## config.mk

```make
export PLATFORM = sky130hd
export DESIGN_NAME = cpu_run_ctrl
export DESIGN_NICKNAME = d
export VERILOG_FILES = /design/src/rtl/cpu_run_ctrl.sv
export SDC_FILE = /design/constraint.sdc
export NUM_CORES = 1
export LEC_CHECK = 0
export ABC_AREA = 1
export CORE_UTILIZATION = 56
export CTS_BUF_LIST = sky130_fd_sc_hd__clkbuf_2
export CTS_CLUSTER_DIAMETER = 60
export DETAILED_ROUTE_END_ITERATION = 12
export GPL_TIMING_DRIVEN = 0
export PLACE_DENSITY = 0.83
export SLEW_MARGIN = 20
export SYNTH_ARGS = -nofsm -noshare
export SYNTH_HDL_FRONTEND = slang
export SYNTH_SLANG_ARGS = --single-unit
```

## constraint.sdc

```tcl
create_clock -name clk -period 2.9 [get_ports clk]
set_clock_uncertainty 0.05 [all_clocks]
set_input_delay 0.29 -clock clk [delete_from_list [all_inputs] [get_ports clk]]
set_output_delay 0.29 -clock clk [all_outputs]
set_load 0.1 [all_outputs]
```

## src/rtl/cpu_run_ctrl.sv

```systemverilog
`default_nettype none
// ============================================================================
// Module   : cpu_run_ctrl
// Purpose  : Run controller for up to eight CPU cores. On a start request it
//            holds the cores in reset for RESET_CYCLES cycles, releases them,
//            then watches each core for an explicit halt or a stalled PC.
//            The run ends with done when every core has finished, or with
//            timeout when the RUN cycle budget (MAX_CYCLES) is exhausted.
// Ports    : clk         - sole clock, rising edge
//            reset       - asynchronous active-high reset
//            start       - single-cycle (re)start request (IDLE / DONE only)
//            pc          - packed core PCs, core i at [i*PC_WIDTH +: PC_WIDTH]
//            halt        - per-core explicit halt
//            core_reset  - active-high reset to each core
//            running     - high while in RUN
//            finished    - sticky per-core completion flags
//            done        - all cores finished within budget
//            timeout     - budget exhausted before all cores finished
//            cycle_count - RUN cycles elapsed, saturating at MAX_CYCLES
// Config   : RUN_CTRL_STAGGER_EN - when defined, core i is released i cycles
//            after core 0; otherwise all cores are released together.
// Revision : 1.0 - initial release
// ============================================================================
module cpu_run_ctrl #(
  parameter int NUM_CORES    = 1,
  parameter int PC_WIDTH     = 32,
  parameter int RESET_CYCLES = 5,
  parameter int MAX_CYCLES   = 50,
  parameter int STALL_LIMIT  = 4
) (
  input  logic                          clk,
  input  logic                          reset,
  input  logic                          start,
  input  logic [NUM_CORES*PC_WIDTH-1:0] pc,
  input  logic [NUM_CORES-1:0]          halt,
  output logic [NUM_CORES-1:0]          core_reset,
  output logic                          running,
  output logic [NUM_CORES-1:0]          finished,
  output logic                          done,
  output logic                          timeout,
  output logic [31:0]                   cycle_count
);

  typedef enum logic [1:0] {
    S_IDLE       = 2'd0,
    S_RESET_HOLD = 2'd1,
    S_RUN        = 2'd2,
    S_DONE       = 2'd3
  } state_t;

  localparam int C_HOLD_W  = (RESET_CYCLES > 1) ? $clog2(RESET_CYCLES) : 1;
  localparam int C_STALL_W = $clog2(STALL_LIMIT + 1);

  localparam logic [C_HOLD_W-1:0]  C_HOLD_LAST = C_HOLD_W'(RESET_CYCLES - 1);
  localparam logic [C_STALL_W-1:0] C_STALL_LIM = C_STALL_W'(STALL_LIMIT);
  localparam logic [31:0]          C_MAX       = 32'(MAX_CYCLES);
  localparam logic [31:0]          C_LAST      = 32'(MAX_CYCLES - 1);

  state_t                 state_q;
  logic [C_HOLD_W-1:0]    hold_q;
  logic [NUM_CORES-1:0]   core_reset_q;
  logic [NUM_CORES-1:0]   rel_d;
  logic                   running_q;
  logic [NUM_CORES-1:0]   finished_q;
  logic [NUM_CORES-1:0]   finished_d;
  logic                   done_q;
  logic                   timeout_q;
  logic [31:0]            count_q;

  // Per-core PC tracking. seen_q marks that the previous-PC register holds a
  // valid sample, i.e. the core's first released cycle has already passed.
  logic [NUM_CORES-1:0]   seen_q;
  logic [NUM_CORES-1:0]   seen_d;
  logic [PC_WIDTH-1:0]    pc_core [NUM_CORES];
  logic [PC_WIDTH-1:0]    prev_q  [NUM_CORES];
  logic [PC_WIDTH-1:0]    prev_d  [NUM_CORES];
  logic [C_STALL_W-1:0]   stall_q [NUM_CORES];
  logic [C_STALL_W-1:0]   stall_d [NUM_CORES];

  logic                   all_fin_q;
  logic                   all_fin_d;

  generate
    for (genvar g = 0; g < NUM_CORES; g++) begin : g_pc_split
      assign pc_core[g] = pc[g*PC_WIDTH +: PC_WIDTH];
    end
  endgenerate

  // Release pattern on entering RUN and its evolution while the cores run.
  // Staggered: a zero walks up from core 0, one core per cycle.
`ifdef RUN_CTRL_STAGGER_EN
  localparam logic [NUM_CORES-1:0] C_REL_FIRST = {NUM_CORES{1'b1}} << 1;
  assign rel_d = core_reset_q << 1;
`else
  localparam logic [NUM_CORES-1:0] C_REL_FIRST = '0;
  assign rel_d = '0;
`endif

  // Per-core completion detection; only released, unfinished cores in RUN
  // update, so a finished core's tracking state freezes.
  always_comb begin
    for (int i = 0; i < NUM_CORES; i++) begin
      seen_d[i]     = seen_q[i];
      prev_d[i]     = prev_q[i];
      stall_d[i]    = stall_q[i];
      finished_d[i] = finished_q[i];
      if (state_q == S_RUN && !core_reset_q[i] && !finished_q[i]) begin
        seen_d[i] = 1'b1;
        prev_d[i] = pc_core[i];
        if (seen_q[i]) begin
          if (pc_core[i] == prev_q[i]) begin
            if (stall_q[i] != C_STALL_LIM) begin
              stall_d[i] = stall_q[i] + 1'b1;
            end
          end else begin
            stall_d[i] = '0;
          end
        end
        if (halt[i] || (stall_d[i] == C_STALL_LIM)) begin
          finished_d[i] = 1'b1;
        end
      end
    end
  end

  assign all_fin_q = &finished_q;
  assign all_fin_d = &finished_d;

  always_ff @(posedge clk or posedge reset) begin
    if (reset) begin
      state_q      <= S_IDLE;
      hold_q       <= '0;
      core_reset_q <= '1;
      running_q    <= 1'b0;
      finished_q   <= '0;
      done_q       <= 1'b0;
      timeout_q    <= 1'b0;
      count_q      <= '0;
      seen_q       <= '0;
      for (int i = 0; i < NUM_CORES; i++) begin
        prev_q[i]  <= '0;
        stall_q[i] <= '0;
      end
    end else begin
      finished_q <= finished_d;
      seen_q     <= seen_d;
      for (int i = 0; i < NUM_CORES; i++) begin
        prev_q[i]  <= prev_d[i];
        stall_q[i] <= stall_d[i];
      end

      case (state_q)
        S_IDLE, S_DONE: begin
          if (state_q == S_DONE) begin
            core_reset_q <= rel_d;
          end
          if (start) begin
            state_q      <= S_RESET_HOLD;
            hold_q       <= '0;
            core_reset_q <= '1;
            running_q    <= 1'b0;
            finished_q   <= '0;
            done_q       <= 1'b0;
            timeout_q    <= 1'b0;
            count_q      <= '0;
            seen_q       <= '0;
            for (int i = 0; i < NUM_CORES; i++) begin
              stall_q[i] <= '0;
            end
          end
        end

        S_RESET_HOLD: begin
          if (hold_q == C_HOLD_LAST) begin
            state_q      <= S_RUN;
            running_q    <= 1'b1;
            core_reset_q <= C_REL_FIRST;
          end else begin
            hold_q <= hold_q + 1'b1;
          end
        end

        S_RUN: begin
          core_reset_q <= rel_d;
          if (all_fin_q) begin
            state_q   <= S_DONE;
            running_q <= 1'b0;
            done_q    <= 1'b1;
          end else if (count_q == C_LAST) begin
            // Budget spent this cycle. If the last core completes on this
            // same edge, stay in RUN one more cycle so completion wins.
            count_q <= C_MAX;
            if (!all_fin_d) begin
              state_q   <= S_DONE;
              running_q <= 1'b0;
              timeout_q <= 1'b1;
            end
          end else if (count_q != C_MAX) begin
            count_q <= count_q + 32'd1;
          end
        end

        default: begin
          state_q <= S_IDLE;
        end
      endcase
    end
  end

  assign core_reset  = core_reset_q;
  assign running     = running_q;
  assign finished    = finished_q;
  assign done        = done_q;
  assign timeout     = timeout_q;
  assign cycle_count = count_q;

endmodule
`default_nettype wire

```

==> out/qor_table.md, run 1 <==
| Item | This run |
| --- | --- |
| Status | complete, no violations |
| Pin count of the biggest net entering global routing | 59 |
| Area growth from synthesis to final layout | 21.1% |
| Cell depth of the worst setup path | 1 |
| Area of combinational cells with multiple inputs | 2350 um^2 |
| Number of synthesized register bits | 78 |
| Cell count after synthesis | 608 |
| Type of destination of the critical path | output pin |
| Reported max-cap violation count | 0 |
| I/O pin count | 73 |
| Number of port buffers | 72 |
| Final Setup Violations | 0 |
| Core footprint | 7850 um^2 |
| TritonCTS clock tree | done |
| GR Overflow Total | 0 |
| Initial antenna violation count | 0 |
| Gpl congestion | 0.974 |
| Syn nets | 655 |
| Min-Delay Path Class | input port to register |
| Vias in the first global route | 4,241 |
| Critical path startpoint category | register |
| Area leader, netlist | sky130_fd_sc_hd__dfrtp_1 |
| Crit path buffers/inverters | 1 |
| Antenna Cells | 0 |
| Number of library cell types mapped by synthesis | 35 |
| End of the worst register-to-register path | cycle_count[30]$_DFFE_PP0P_ |
| Final cycle utilization of the critical path | 91.1% |
| Setup repair after global routing missed its margin | false |
| Net Sw Frac | 48.8% |
| Cells along the critical path | clkdlybuf4s50_1 |
| Fmax | 378 MHz |
| Utilization after layout | 71.5% |
| Cell family with the largest share of critical-path delay | buffers and inverters |
| Number of resized instances in the post-cts repair step | 0 |
| Count of endpoints failing hold in the final timing report | 0 |
| Delay contributed by the slowest stage of the critical path | 1.21 ns |
| Routed wirelength normalized by instance count | 14.3 um |
| Logic pwr share | 51.0% |
| Dominant cells by area after synthesis | sky130_fd_sc_hd__dfrtp_1 (42%), sky130_fd_sc_hd__nand2_1 (16%), sky130_fd_sc_hd__inv_1 (5.2%), sky130_fd_sc_hd__xnor2_1 (5.1%), sky130_fd_sc_hd__nor2_1 (3.4%) |
| GRT Util Overall | 29.0% |
| Tmin final | 2.64 ns |
| Slew at the pin closest to its max-slew limit | 1.00 ns |
| Synthesized area divided by synthesized cell count | 7.62 um^2 |
| Internal Power | 2.24 mW |
| Slowest stage cell on the critical path | sky130_fd_sc_hd__clkdlybuf4s50_1 |
| Die boundary height | 93.0 um |
| DR vias/cell | 5.31 |
| Post-synth top area share | 41.6% |
| Maximum level of the CTS H-tree | 3 |
| Total chip power | 4.37 mW |
| Area enclosed by the die boundary | 8640 um^2 |
| Starting density of the core | 59.1% |
| Required time worst endpoint | 2.56 ns |
| Post-route ant nets | 0 |
| Via count | 4,244 |
| Proportion of synthesized chip area in sequential cells | 42.1% |
| Leak Pwr | 2.54 nW |
| Total power per unit cell area | 779 nW/um^2 |
| Number of warnings printed during yosys synthesis | 0 |
| Number of CTS-inserted buffers | 9 |
| Clock power frac | 11.7% |
| Relative slew slack | 33.1% |
| Data arrival, critical path | 2.30 ns |
| Start-to-end type of the worst setup path | register to output pin |
| Number of clock sinks | 78 |
| Commonest cells after routing, fill and taps aside | sky130_fd_sc_hd__nand2_1 (203), sky130_fd_sc_hd__dfrtp_1 (77), sky130_fd_sc_hd__clkdlybuf4s50_1 (72), sky130_fd_sc_hd__inv_1 (63), sky130_fd_sc_hd__nor2_1 (42) |
| Wire length of the first global-routing pass | 19,600 um |
| Worst-Skew Late Latency | 0.54 ns |
| Part of the total power dissipated in sequential elements | 37.3% |
| Number of iterations in the first detailed-routing pass | 5 |
| Worst vdd ir | 0.711 mV |
| Worst setup path startpoint | cycle_count[12]$_DFFE_PP0P_ |
| Total area of sequential cells | 1950 um^2 |
| Source of the worst register-to-register timing path | cycle_count[0]$_DFFE_PP0P_ |
| Critical path endpoint | cycle_count[12] |
| FILL cells | 685 |
| Wire length after detailed routing | 11,500 um |
| Clock-pin slew on the worst setup and hold paths | 0.25 ns |
| Number of cells on the worst reg-to-reg path | 14 |
| Largest driver fanout on the critical path | 7 |
| Most common cell after layout, fill and taps aside | sky130_fd_sc_hd__nand2_1 |
| Switching pwr | 2.13 mW |
| Setup slack of the most critical reg-to-reg path | 0.55 ns |
| Width of the die | 93.0 um |
| Clock buffer depth | 2 |
| Half-perimeter wire length of the detailed placement result | 8990 um |
| Mapped Area | 4630 um^2 |
| Final TNS setup | 0 ns |
| DRC | 0 |
| Root buffer selected by CTS | sky130_fd_sc_hd__clkbuf_2 |
| Starting DRC count in detailed routing | 289 |
| Number of nets in the finished design | 740 |
| Slew Viols, Final | 0 |
| Row cnt | 32 |
| Fraction of layout instances using a drive strength above 1 | 7.45% |
## kinds of logic (layout without fill, tap and decap cells)
logic type,Yosys count,in the layout,share of synthesized area (%)
flip-flops,78,78,42.1
buffers and inverters,82,172,7.07
AO/OA/AOI/OAI,63,63,7.59
XOR/XNOR,43,43,8.13
AND/OR/NAND/NOR,331,331,32.1
adder cells (fa/ha/maj),11,11,2.97
## per-stage QoR
| step | hold slack [ns] | area [um^2] | cells | worst slack (ns) |
|---|---|---|---|---|
| 2_1_floorplan | 0.357 | 4630 | 608 | 0.0913 |
| 3_3_place_gp | 0.424 | 5480 | 782 | -0.705 |
| 3_5_place_dp | 0.433 | 5510 | 783 | 0.595 |
| 4_1_cts | 0.234 | 5610 | 800 | 0.246 |
| 5_1_grt | 0.209 | 5610 | 800 | 0.192 |
| 6_report | 0.245 | 5610 | 800 | 0.257 |
## state kept, by name (all words and copies together), names as in the netlist
name,flops
cycle_count,32
prev_q,32
hold_q,3
stall_q,3
state_q,2
core_reset,1
done,1
finished,1
running,1
seen_q,1
timeout,1
## worst min path at each step
stage | slack (ns) | startpoint | to | cells past startpoint
floorplan | 0.36 | pc[0] | prev_q[0]$_DFFE_PP0P_ | 2
global placement | 0.42 | prev_q[1]$_DFFE_PP0P_ | prev_q[1]$_DFFE_PP0P_ | 2
detailed placement | 0.43 | prev_q[26]$_DFFE_PP0P_ | prev_q[26]$_DFFE_PP0P_ | 2
CTS | 0.23 | pc[11] | prev_q[11]$_DFFE_PP0P_ | 3
global route | 0.21 | pc[11] | prev_q[11]$_DFFE_PP0P_ | 3
finish | 0.25 | pc[11] | prev_q[11]$_DFFE_PP0P_ | 3
## cells in the mapped netlist
library cell and instances:
sky130_fd_sc_hd__nand2_1 203, sky130_fd_sc_hd__dfrtp_1 77, sky130_fd_sc_hd__inv_1 64, sky130_fd_sc_hd__nor2_1 42, sky130_fd_sc_hd__o21ai_0 30, sky130_fd_sc_hd__xnor2_1 27, sky130_fd_sc_hd__nor3_1 19, sky130_fd_sc_hd__nand3_1 18
sky130_fd_sc_hd__a21oi_1 16, sky130_fd_sc_hd__nand4_1 16, sky130_fd_sc_hd__xor2_1 16, sky130_fd_sc_hd__ha_1 11, sky130_fd_sc_hd__o31ai_1 9, sky130_fd_sc_hd__clkbuf_1 7, sky130_fd_sc_hd__nor4_1 7, sky130_fd_sc_hd__nand2_4 6
sky130_fd_sc_hd__inv_2 5, sky130_fd_sc_hd__nand2_2 5, sky130_fd_sc_hd__nor2_4 4, sky130_fd_sc_hd__a211oi_1 3, sky130_fd_sc_hd__buf_2 3, sky130_fd_sc_hd__nor3_2 3, sky130_fd_sc_hd__nor3b_1 3, sky130_fd_sc_hd__nor2_2 2
sky130_fd_sc_hd__o21ai_1 2, sky130_fd_sc_hd__a31oi_1 1, sky130_fd_sc_hd__buf_4 1, sky130_fd_sc_hd__buf_8 1, sky130_fd_sc_hd__clkbuf_2 1, sky130_fd_sc_hd__dfstp_2 1, sky130_fd_sc_hd__nand3_2 1, sky130_fd_sc_hd__nor4_2 1
sky130_fd_sc_hd__o21a_1 1, sky130_fd_sc_hd__o21bai_1 1, sky130_fd_sc_hd__or4_1 1
## worst register-to-register path, cell delays in order, from the launching register on
cell	delay, ns
sky130_fd_sc_hd__dfrtp_1	0.51
sky130_fd_sc_hd__ha_1	0.31
sky130_fd_sc_hd__nand2_4	0.09
sky130_fd_sc_hd__nor2_4	0.13
sky130_fd_sc_hd__nand2_4	0.08
sky130_fd_sc_hd__nor2_4	0.13
sky130_fd_sc_hd__nand2_4	0.08
sky130_fd_sc_hd__nor2_4	0.15
sky130_fd_sc_hd__nand3_2	0.08
sky130_fd_sc_hd__nor3_2	0.19
sky130_fd_sc_hd__nand3_1	0.13
sky130_fd_sc_hd__nor2_1	0.13
sky130_fd_sc_hd__nand2_1	0.06
sky130_fd_sc_hd__nand4_1	0.07
sky130_fd_sc_hd__o21ai_1	0.07
## layout make-up
type | count | area share [%]
buffer | 13 | 1.23
clock buffer | 10 | 0.892
clock inverter | 6 | 0.713
inverter | 69 | 4.66
multi-input combinational | 448 | 41.9
sequential | 78 | 34.8
tap | 102 | 2.27
timing repair buffer | 74 | 13.5
## power groups by stage
stage	sequential (mW)	clock, mW	combinational, mW
floorplan	1.87	0	1.40
global placement	1.63	0	2.12
detailed placement	1.65	0	2.22
CTS	1.63	0.520	2.23
global route	1.67	0.561	2.49
finish	1.63	0.512	2.23
## what timing repair did
item / 4_1_cts / 5_1_grt
buffers inserted: 0 / 0
endpoints found under the hold margin: 14 / 0
hold buffers: 1 / 0
## metal layers
layer	global-route usage, %	part of all wire, %	up-vias
met5	0	0	-
li1	-	-	2115
met4	9.23	1.6	0
met3	4.55	5.4	19
met2	49.9	49	126
met1	37.5	44	1984
Power figures use the tool's default switching activity.
==> inputs of run 2 (changes only) <==
- CORE_UTILIZATION: 56 -> 51
- GPL_TIMING_DRIVEN: 0 -> not set
- PLACE_DENSITY: 0.83 -> 0.79
- clock period: 2.9 -> 2.23 ns (I/O delays scaled with it)
==> out/qor_table.md, run 2 (synthesis gave the netlist of run 1 again) <==
| Item | This run | Change |
| --- | --- | --- |
| Leak Pwr | 2.68 nW | was 2.54 nW |
| Number of iterations in the first detailed-routing pass | 5 | unchanged |
| Gpl congestion | 0.901 | was 0.974 |
| Worst vdd ir | 0.810 mV | was 0.711 mV |
| Required time worst endpoint | 2.64 ns | was 2.56 ns |
| Post-route ant nets | 0 | unchanged |
| Final Setup Violations | 0 | unchanged |
| Core footprint | 8760 um^2 | was 7850 um^2 |
| Via count | 4,353 | was 4,244 |
| Half-perimeter wire length of the detailed placement result | 8830 um | was 8990 um |
| Cell type with the highest occurrence count on the critical path | sky130_fd_sc_hd__nand2_1 |  |
| Width of the die | 97.3 um | was 93.0 um |
| Root buffer selected by CTS | sky130_fd_sc_hd__clkbuf_2 | unchanged |
| Delay contributed by the slowest stage of the critical path | 0.49 ns | was 1.21 ns |
| Final cycle utilization of the critical path | 96.9% |  |
| Maximum level of the CTS H-tree | 3 | unchanged |
| Tmin final | 2.16 ns |  |
| Fraction of layout instances using a drive strength above 1 | 19.2% | was 7.45% |
| Wire length after detailed routing | 11,500 um | about the same |
| Clock buffer depth | 2 | unchanged |
| Utilization after layout | 65.7% | was 71.5% |
| Count of endpoints failing hold in the final timing report | 0 | unchanged |
| Routed wirelength normalized by instance count | 14.1 um | was 14.3 um |
| Starting DRC count in detailed routing | 265 | was 289 |
| Row cnt | 34 | was 32 |
| Vias in the first global route | 4,210 | was 4,241 |
| Fmax | 463 MHz |  |
| Number of port buffers | 72 | unchanged |
| Slowest stage cell on the critical path | sky130_fd_sc_hd__dfrtp_2 | was sky130_fd_sc_hd__clkdlybuf4s50_1 |
| I/O pin count | 73 | unchanged |
| Antenna Cells | 0 | unchanged |
| FILL cells | 759 | was 685 |
| Critical path startpoint category | register | unchanged |
| Worst-Skew Late Latency | 0.55 ns | was 0.54 ns |
| Area growth from synthesis to final layout | 24.2% | was 21.1% |
| Area enclosed by the die boundary | 9470 um^2 | was 8640 um^2 |
| Pre-CTS worst setup slack | 0.0563 ns | was 0.595 ns |
| Type of destination of the critical path | register | was output pin |
| Number of nets in the finished design | 755 | was 740 |
| Wire length of the first global-routing pass | 19,800 um | was 19,600 um |
| Total power per unit cell area | 1000 nW/um^2 | was 779 nW/um^2 |
| Cells along the critical path | inv_1 -> nand2_1 -> nor3_2 -> nand4_1 -> nor2_2 -> nand3_1 -> nand2_2 -> nand2_8 -> buf_4 -> nand2_1 -> nor2_1 -> nor3_1 | was clkdlybuf4s50_1 |
| Clock-pin slew on the worst setup and hold paths | 0.24 ns | was 0.25 ns |
| Initial antenna violation count | 0 | unchanged |
| GRT Util Overall | 25.9% | was 29.0% |
| Cell area reported after detailed placement | 5570 um^2 | was 5510 um^2 |
| Data arrival, critical path | 2.57 ns | was 2.30 ns |
| Relative slew slack | 63.3% | was 33.1% |
| Number of CTS-inserted buffers | 9 | unchanged |
| DRC | 0 | unchanged |
| Slew at the pin closest to its max-slew limit | 0.550 ns | was 1.00 ns |
| TritonCTS clock tree | done | unchanged |
| Fin worst setup slack | 0.0680 ns | was 0.257 ns |
| Largest driver fanout on the critical path | 16 | was 7 |
| Start-to-end type of the worst setup path | register to register | was register to output pin |
| Min-Delay Path Class | input port to register | unchanged |
| Post-layout instance area | 5760 um^2 | was 5610 um^2 |
| Commonest cells after routing, fill and taps aside | sky130_fd_sc_hd__nand2_1 (203), sky130_fd_sc_hd__buf_4 (64), sky130_fd_sc_hd__inv_1 (63), sky130_fd_sc_hd__dfrtp_1 (54), sky130_fd_sc_hd__nor2_1 (41) | was sky130_fd_sc_hd__nand2_1 (203), sky130_fd_sc_hd__dfrtp_1 (77), sky130_fd_sc_hd__clkdlybuf4s50_1 (72), sky130_fd_sc_hd__inv_1 (63), sky130_fd_sc_hd__nor2_1 (42) |
| Slew Viols, Final | 0 | unchanged |
| GR Overflow Total | 0 | unchanged |
| Total chip power | 5.78 mW | was 4.37 mW |
| Status | complete, no violations | unchanged |
| Reported max-cap violation count | 0 | unchanged |
| Number of clock sinks | 78 | unchanged |
| Die boundary height | 97.3 um | was 93.0 um |
| DR vias/cell | 5.30 | was 5.31 |
| Most common cell after layout, fill and taps aside | sky130_fd_sc_hd__nand2_1 | unchanged |
| Starting density of the core | 52.9% | was 59.1% |
| Pin count of the biggest net entering global routing | 40 | was 59 |
## run 2: worst paths after layout
kind	start	end	slack, ns	depth (start not counted)
worst min register to register	prev_q[26]$_DFFE_PP0P_	prev_q[26]$_DFFE_PP0P_	0.47	2
worst min-delay path	pc[1]	prev_q[1]$_DFFE_PP0P_	0.18	3
worst max register to register	cycle_count[23]$_DFFE_PP0P_	cycle_count[11]$_DFFE_PP0P_	0.07	12
worst max-delay path	cycle_count[23]$_DFFE_PP0P_	cycle_count[11]$_DFFE_PP0P_	0.07	12
max in group asynchronous	reset	core_reset$_DFFE_PP1P_	0.97	4
min in group asynchronous	reset	cycle_count[26]$_DFFE_PP0P_	0.53	3
## run 2: area by class of cell
| class | instances | area (um^2) | area share (%) |
|---|---|---|---|
| Clock buffer | 9 | 45.0 | 0.783 |
| Tap cell | 108 | 135 | 2.35 |
| Timing Repair Buffer | 102 | 881 | 15.3 |
| Inverter | 69 | 265 | 4.61 |
| Clock inverter | 7 | 48.8 | 0.848 |
| Sequential cell | 78 | 1980 | 34.4 |
| Multi-Input combinational cell | 448 | 2400 | 41.7 |
## run 2: what timing repair did
item | 4_1_cts | 5_1_grt
resized for setup | 0 | 7
hold buffers | 0 | 1
buffers inserted | 0 | 6
endpoints found under the setup margin | 0 | 25
hold endpoints to repair | 0 | 9
## run 2: worst max-delay path: cells and delay by family (launching register included)
family                 cells  cell delay [ns]
AND/OR/NAND/NOR           10             1.28
buffers and inverters      2             0.25
flip-flops                 1             0.49
## run 2: power by group
group	internal [mW]	switching (mW)
sequential	1.83	0.288
clock	0.149	0.555
combinational	1.02	1.93
## run 2: routing by layer
layer | global-route usage, % | vias up | wire [um]
met3 | 4.96 | 20 | 639
met1 | 35.1 | 2063 | 5190
met5 | 0 | - | 0
met2 | 42.4 | 125 | 5500
li1 | - | 2145 | -
met4 | 7.35 | 0 | 216
## run 2: through the flow
step	cells	hold slack, ns	TNS, ns
after global routing	821	0.148	-0.0893
after floorplan	608	0.290	-0.148
after global placement	798	0.423	0
final	821	0.176	0
after CTS	814	0.00569	0
after detailed placement	798	0.430	0
